[src/rtl/inst_encoder.sv]
// rtl/inst_encoder.sv - RV32I field-to-word encoder that streams a program into IMEM
module inst_encoder #(
    parameter int ADDR_W = 32
) (
    input  logic              clk,
    input  logic              rst_n,
    input  logic              start,
    input  logic [ADDR_W-1:0] start_addr,
    input  logic              req_valid,
    output logic              req_ready,
    input  logic              req_last,
    input  logic [4:0]        req_op,
    input  logic [2:0]        req_funct3,
    input  logic              req_alt,
    input  logic [4:0]        req_rd,
    input  logic [4:0]        req_rs1,
    input  logic [4:0]        req_rs2,
    input  logic [31:0]       req_imm,
    output logic              mem_wr_en,
    output logic [ADDR_W-1:0] mem_addr,
    output logic [31:0]       mem_wdata,
    input  logic              mem_ready,
    output logic              busy,
    output logic              done,
    output logic              err
);

    localparam logic [4:0]  OP_LUI    = 5'b01101;
    localparam logic [4:0]  OP_AUIPC  = 5'b00101;
    localparam logic [4:0]  OP_JAL    = 5'b11011;
    localparam logic [4:0]  OP_JALR   = 5'b11001;
    localparam logic [4:0]  OP_BRANCH = 5'b11000;
    localparam logic [4:0]  OP_LOAD   = 5'b00000;
    localparam logic [4:0]  OP_STORE  = 5'b01000;
    localparam logic [4:0]  OP_OPIMM  = 5'b00100;
    localparam logic [4:0]  OP_OP     = 5'b01100;
    localparam logic [4:0]  OP_SYSTEM = 5'b11100;

    localparam logic [31:0] WORD_ECALL = 32'h0000_0073;
    localparam logic [31:0] WORD_NOP   = 32'h0000_0013;

    typedef enum logic [1:0] {
        S_IDLE,
        S_ACCEPT,
        S_TERM,
        S_DONE
    } state_t;

    state_t            state;
    state_t            state_nxt;
    logic [ADDR_W-1:0] addr_cnt;
    logic              ecall_sent;

    logic              req_fire;
    logic              wr_taken;
    logic              start_ok;

    logic [6:0]        opcode;
    logic              imm12_ok;
    logic              imm13_ok;
    logic              imm21_ok;
    logic              shamt_ok;
    logic              is_shift;
    logic [31:0]       enc_raw;
    logic              enc_illegal;
    logic [31:0]       enc_word;

    assign req_fire = req_valid && req_ready;
    assign wr_taken = mem_wr_en && mem_ready;
    assign start_ok = start && ((state == S_IDLE) || (state == S_DONE));

    // Immediate range checks: the upper bits must be a pure sign extension
    assign imm12_ok = (&req_imm[31:11]) || !(|req_imm[31:11]);
    assign imm13_ok = (&req_imm[31:12]) || !(|req_imm[31:12]);
    assign imm21_ok = (&req_imm[31:20]) || !(|req_imm[31:20]);
    assign shamt_ok = !(|req_imm[31:5]);
    assign is_shift = (req_funct3 == 3'b001) || (req_funct3 == 3'b101);
    assign opcode   = {req_op, 2'b11};

    // Format selection and legality of the presented request; illegal fields become a NOP
    always_comb begin
        enc_raw     = 32'h0;
        enc_illegal = 1'b0;
        case (req_op)
            OP_LUI, OP_AUIPC: begin
                enc_raw = {req_imm[31:12], req_rd, opcode};
            end
            OP_JAL: begin
                enc_raw     = {req_imm[20], req_imm[10:1], req_imm[11], req_imm[19:12], req_rd, opcode};
                enc_illegal = !imm21_ok || req_imm[0];
            end
            OP_JALR, OP_LOAD: begin
                enc_raw     = {req_imm[11:0], req_rs1, req_funct3, req_rd, opcode};
                enc_illegal = !imm12_ok;
            end
            OP_OPIMM: begin
                if (is_shift) begin
                    enc_raw     = {1'b0, req_alt, 5'b0, req_imm[4:0], req_rs1, req_funct3, req_rd, opcode};
                    enc_illegal = !shamt_ok || (req_alt && (req_funct3 != 3'b101));
                end else begin
                    enc_raw     = {req_imm[11:0], req_rs1, req_funct3, req_rd, opcode};
                    enc_illegal = !imm12_ok || req_alt;
                end
            end
            OP_BRANCH: begin
                enc_raw     = {req_imm[12], req_imm[10:5], req_rs2, req_rs1, req_funct3,
                               req_imm[4:1], req_imm[11], opcode};
                enc_illegal = !imm13_ok || req_imm[0] ||
                              (req_funct3 == 3'b010) || (req_funct3 == 3'b011);
            end
            OP_STORE: begin
                enc_raw     = {req_imm[11:5], req_rs2, req_rs1, req_funct3, req_imm[4:0], opcode};
                enc_illegal = !imm12_ok;
            end
            OP_OP: begin
                enc_raw     = {1'b0, req_alt, 5'b0, req_rs2, req_rs1, req_funct3, req_rd, opcode};
                enc_illegal = req_alt && (req_funct3 != 3'b000) && (req_funct3 != 3'b101);
            end
            OP_SYSTEM: begin
                enc_raw = WORD_ECALL;
            end
            default: begin
                enc_illegal = 1'b1;
            end
        endcase
        enc_word = enc_illegal ? WORD_NOP : enc_raw;
    end

    // State register
    always_ff @(posedge clk or negedge rst_n) begin
        if (!rst_n) begin
            state <= S_IDLE;
        end else begin
            state <= state_nxt;
        end
    end

    // Next-state logic plus the handshake and status outputs decoded from state
    always_comb begin
        state_nxt = state;
        req_ready = 1'b0;
        busy      = 1'b0;
        case (state)
            S_IDLE: begin
                if (start) begin
                    state_nxt = S_ACCEPT;
                end
            end
            S_ACCEPT: begin
                busy      = 1'b1;
                req_ready = !mem_wr_en || mem_ready;
                if (req_fire && req_last) begin
                    state_nxt = S_TERM;
                end
            end
            S_TERM: begin
                busy = 1'b1;
                if (ecall_sent && wr_taken) begin
                    state_nxt = S_DONE;
                end
            end
            S_DONE: begin
                if (start) begin
                    state_nxt = S_ACCEPT;
                end
            end
            default: begin
                state_nxt = S_IDLE;
            end
        endcase
    end

    // Write port, address counter and status flags; a write stays on the bus until taken
    always_ff @(posedge clk or negedge rst_n) begin
        if (!rst_n) begin
            mem_wr_en  <= 1'b0;
            mem_addr   <= '0;
            mem_wdata  <= 32'h0;
            addr_cnt   <= '0;
            ecall_sent <= 1'b0;
            err        <= 1'b0;
            done       <= 1'b0;
        end else begin
            done <= (state == S_TERM) && ecall_sent && wr_taken;
            if (start_ok) begin
                err        <= 1'b0;
                addr_cnt   <= start_addr;
                ecall_sent <= 1'b0;
            end
            case (state)
                S_ACCEPT: begin
                    if (req_fire) begin
                        mem_wr_en <= 1'b1;
                        mem_addr  <= addr_cnt;
                        mem_wdata <= enc_word;
                        addr_cnt  <= addr_cnt + ADDR_W'(4);
                        if (enc_illegal) begin
                            err <= 1'b1;
                        end
                    end else if (wr_taken) begin
                        mem_wr_en <= 1'b0;
                    end
                end
                S_TERM: begin
                    if (!ecall_sent && (!mem_wr_en || mem_ready)) begin
                        mem_wr_en  <= 1'b1;
                        mem_addr   <= addr_cnt;
                        mem_wdata  <= WORD_ECALL;
                        addr_cnt   <= addr_cnt + ADDR_W'(4);
                        ecall_sent <= 1'b1;
                    end else if (ecall_sent && wr_taken) begin
                        mem_wr_en <= 1'b0;
                    end
                end
                default: begin
                end
            endcase
        end
    end

endmodule

[config.mk]
export PLATFORM = sky130hd
export DESIGN_NAME = inst_encoder
export DESIGN_NICKNAME = d
export VERILOG_FILES = /design/src/rtl/inst_encoder.sv
export SDC_FILE = /design/constraint.sdc
export NUM_CORES = 1
export LEC_CHECK = 0
export CAP_MARGIN = 25
export CELL_PAD_IN_SITES_DETAIL_PLACEMENT = 1
export CELL_PAD_IN_SITES_GLOBAL_PLACEMENT = 2
export CORE_UTILIZATION = 30
export DETAILED_ROUTE_END_ITERATION = 8
export GPL_ROUTABILITY_DRIVEN = 0
export PLACE_DENSITY_LB_ADDON = 0.05
export RECOVER_POWER = 25
export SETUP_SLACK_MARGIN = 0.5
export SYNTH_ARGS = -nofsm -noshare
export SYNTH_HDL_FRONTEND = slang
export SYNTH_SLANG_ARGS = --single-unit
[constraint.sdc]
create_clock -name clk -period 5 [get_ports clk]
set_input_delay 1 -clock clk [delete_from_list [all_inputs] [get_ports clk]]
set_output_delay 1 -clock clk [all_outputs]
set_load 0.005 [all_outputs]
==> results.py <==
metrics = {
    "synthesis": {
        "synth_fp_nets": 719,
        "synth_edf_count": 0,
        "synthArstFlopShare": 1.00,
        "ys_warn_count": 0,
        "ys.flop_type": "dfrtp_1",
        "ys_ff_latch": 101,
        "yosysUniqueCellTypes": 61,
        "synth.avg_cell_area_um2": 8.71,
        "ys_seq_area_frac": 0.467,
        "syn_inst": 621,
        "synth_area_mm2": 0.00541,
    },
    "grt": {
        "grt_antenna_before_repair": 0,
        "grt_pass1_wl_um": 30000,
        "grt_pass1_vias": 5542,
        "grt.total_usage": 0.211,
        "grt_overflow": 0,
        "grt_max_degree": 62,
    },
    "clocking": {
        "cts.path.max_buffers": 2,
        "ctsHoldBuffers": 0,
        "path_clk_slew_ns": 0.07,
        "numCtsBuffers": 9,
        "cts_tree": "built",
        "clk_latency_ns": 0.36,
        "cts_setup_buffers": 0,
        "root_buffer": "clkbuf_16",
        "h-tree-depth": 3,
        "ctsResizeCount": 0,
        "cts_sinks": 101,
    },
    "critical_path": {
        "cp_common_cell": "clkdlybuf4s50_1",
        "cp.arrival_ns": 2.54,
        "worst_ep_required_time_ns": 4.00,
        "cpLargestDelayFamily": "buffers and inverters",
        "cp_num_buf_inv": 2,
        "cp_max_fo": 8,
        "end_kind": "output pin",
        "crit_path_max_incr_delay_ns": 0.52,
        "crit_chain": "clkdlybuf4s50_1, nand2b_1, and2_1, clkdlybuf4s50_1",
        "critPathSlowestCell": "clkdlybuf4s50_1",
        "crit_type": "primary input to output pin",
        "start_kind": "primary input",
        "r2r_slack_ns": 2.40,
    },
    "die": {
        "die_w_um": 136,
        "start_util": 0.309,
        "die_area_mm2": 0.0186,
        "rows": 48,
        "core_mm2": 0.0175,
        "die_h_um": 136,
        "io_pins": 163,
    },
    "pwr": {
        "seqPwrFrac": 0.340,
        "cellPowerDensity_mw_per_mm2": 526,
        "ir_worst_vdd_mv": 0.370,
        "p_sw_frac": 0.424,
        "clock_power_share": 0.182,
        "p_int_mw": 2.29,
        "p_comb_frac": 0.478,
        "power.leakage_nw": 3.16,
        "p_switching_mw": 1.68,
        "p_total_mw": 3.98,
    },
    "sta": {
        "period_needed_ns": 3.54,
        "finalMaxSlewViolations": 103,
        "setup_viol": 0,
        "finalSetupTns_ns": 0,
        "holdWs_ns": 0.474,
        "finClkSkew_ns": 0.00807,
        "grt_setup_unrepaired": "false",
        "max-slew-margin-rel": -0.967,
        "fin_crit_sh": 0.708,
        "final_hold_viol_count": 0,
        "setup_slack_ns": 1.46,
        "worst_slew_pin_slew_ns": 2.95,
        "fmax_ghz": 0.283,
    },
    "final_layout": {
        "final_cell_mix": "174 x nand2_1, 161 x clkdlybuf4s50_1, 101 x dfrtp_1, 44 x o21ai_0, 28 x nor2_1",
        "fin_nets": 865,
        "fillers": 2032,
        "final_common_cell": "nand2_1",
        "fin_util": 0.433,
        "drive_above_1_share": 0.0764,
        "areaGrowthSynthToFinish_pct": 39.9,
        "n_antenna_cell": 0,
    },
    "drt": {
        "num_vias": 5279,
        "avgRoutedWirePerCell_um": 18.6,
        "ant_nets": 0,
        "drt_first_pass_iters": 6,
        "vias_per_cell": 5.29,
        "wl_um": 18600,
        "drtIter0Drc": 269,
        "drc": 0,
    },
    "placed_design": {
        "dp_slack_ns": 1.13,
        "io_buffer_count": 162,
        "hpwl_um": 13700,
    },
    "outcome": {
        "status": "finished with violations",
        "violations": "max-capacitance violations, max-slew violations",
    },
    "worst_hold_path": {
        "hold_path.class": "flop to flop",
    },
    "flow_run": {
        "max-cap-violations": 2,
    },
}
-- synth_stat cells (6+ instances only) --
master,count,share of area
dfrtp_1,101,0.47
o311ai_0,6,0.0097
nand3_1,14,0.013
a31oi_1,7,0.0081
and2_1,9,0.010
a21oi_1,14,0.013
inv_1,9,0.0062
nor4_1,9,0.010
o21ai_2,20,0.032
nor2_1,29,0.020
clkbuf_1,33,0.023
nand2_1,174,0.12
nand2b_1,6,0.0069
and3_1,10,0.012
a221o_1,8,0.015
nand4_1,15,0.017
a22oi_1,21,0.029
o211ai_1,6,0.0083
o21ai_0,44,0.041
nor3_1,6,0.0056
-- area by class of cell --
class,instances,area [µm²],share of cell area
clock buffers,9,225,0.0298
clock inverters,7,75.1,0.00992
inverters,9,33.8,0.00447
multi-input cells,472,2700,0.357
flip-flops and latches,101,2530,0.334
well taps,225,282,0.0372
repair buffers,174,1720,0.228
-- flip-flops by register name, summed over array words and instances, names as in the netlist --
register	cells
mem_wdata	31
ecall_sent	1
done	1
state	2
mem_wr_en	1
err	1
addr_cnt	32
mem_addr	32
-- cells by family after synthesis --
| family | synth area share |
|---|---|
| XOR/XNOR | 0.00486 |
| buffers and inverters | 0.0368 |
| adder cells (fa/ha/maj) | 0.00926 |
| multiplexers | 0.00370 |
| AND/OR/NAND/NOR | 0.265 |
| flip-flops | 0.467 |
| AO/OA/AOI/OAI | 0.213 |
-- through the flow --
stage | instance area (µm²) | std cells
floorplan | 5410 | 621
global placement | 7240 | 980
detailed placement | 7270 | 981
CTS | 7570 | 997
global route | 7560 | 997
finish | 7560 | 997
-- worst reg2reg max path, stage by stage (launching register included) --
cell and delay [ns]:
dfrtp_1 0.39, inv_1 0.09, ha_1 0.29, and2_1 0.19
o21ai_0 0.34, nand2b_1 0.50, buf_16 0.22, a31oi_1 0.06
o21ai_0 0.21, o311ai_0 0.17
-- routing by layer --
layer | wire (µm) | part of all wire | global-route usage | up-vias
li1 | - | - | - | 2540
met1 | 8570 | 0.46 | 0.289 | 2575
met2 | 8720 | 0.47 | 0.331 | 138
met3 | 904 | 0.049 | 0.0380 | 26
met4 | 371 | 0.020 | 0.0759 | 0
met5 | 0 | 0 | 0 | -
-- path summary, 6_finish.rpt --
kind | from | to | cells past startpoint
setup / recovery | mem_ready | req_ready | 4
max in group asynchronous | rst_n | addr_cnt[27] | 2
hold / removal | mem_addr[7] | mem_addr[7] | 2
min in group asynchronous | rst_n | done | 2
hold reg to reg | mem_addr[7] | mem_addr[7] | 2
setup reg to reg | state[1] | addr_cnt[18] | 9
-- power groups by stage --
stage               combinational (mW)  clock, mW  sequential (mW)
floorplan                         1.08          0             1.29
global placement                  1.87          0             1.35
detailed placement                1.94          0             1.36
CTS                               1.95      0.750             1.35
global route                      2.14      0.779             1.40
finish                            1.90      0.724             1.35
Power figures use the tool's default switching activity.
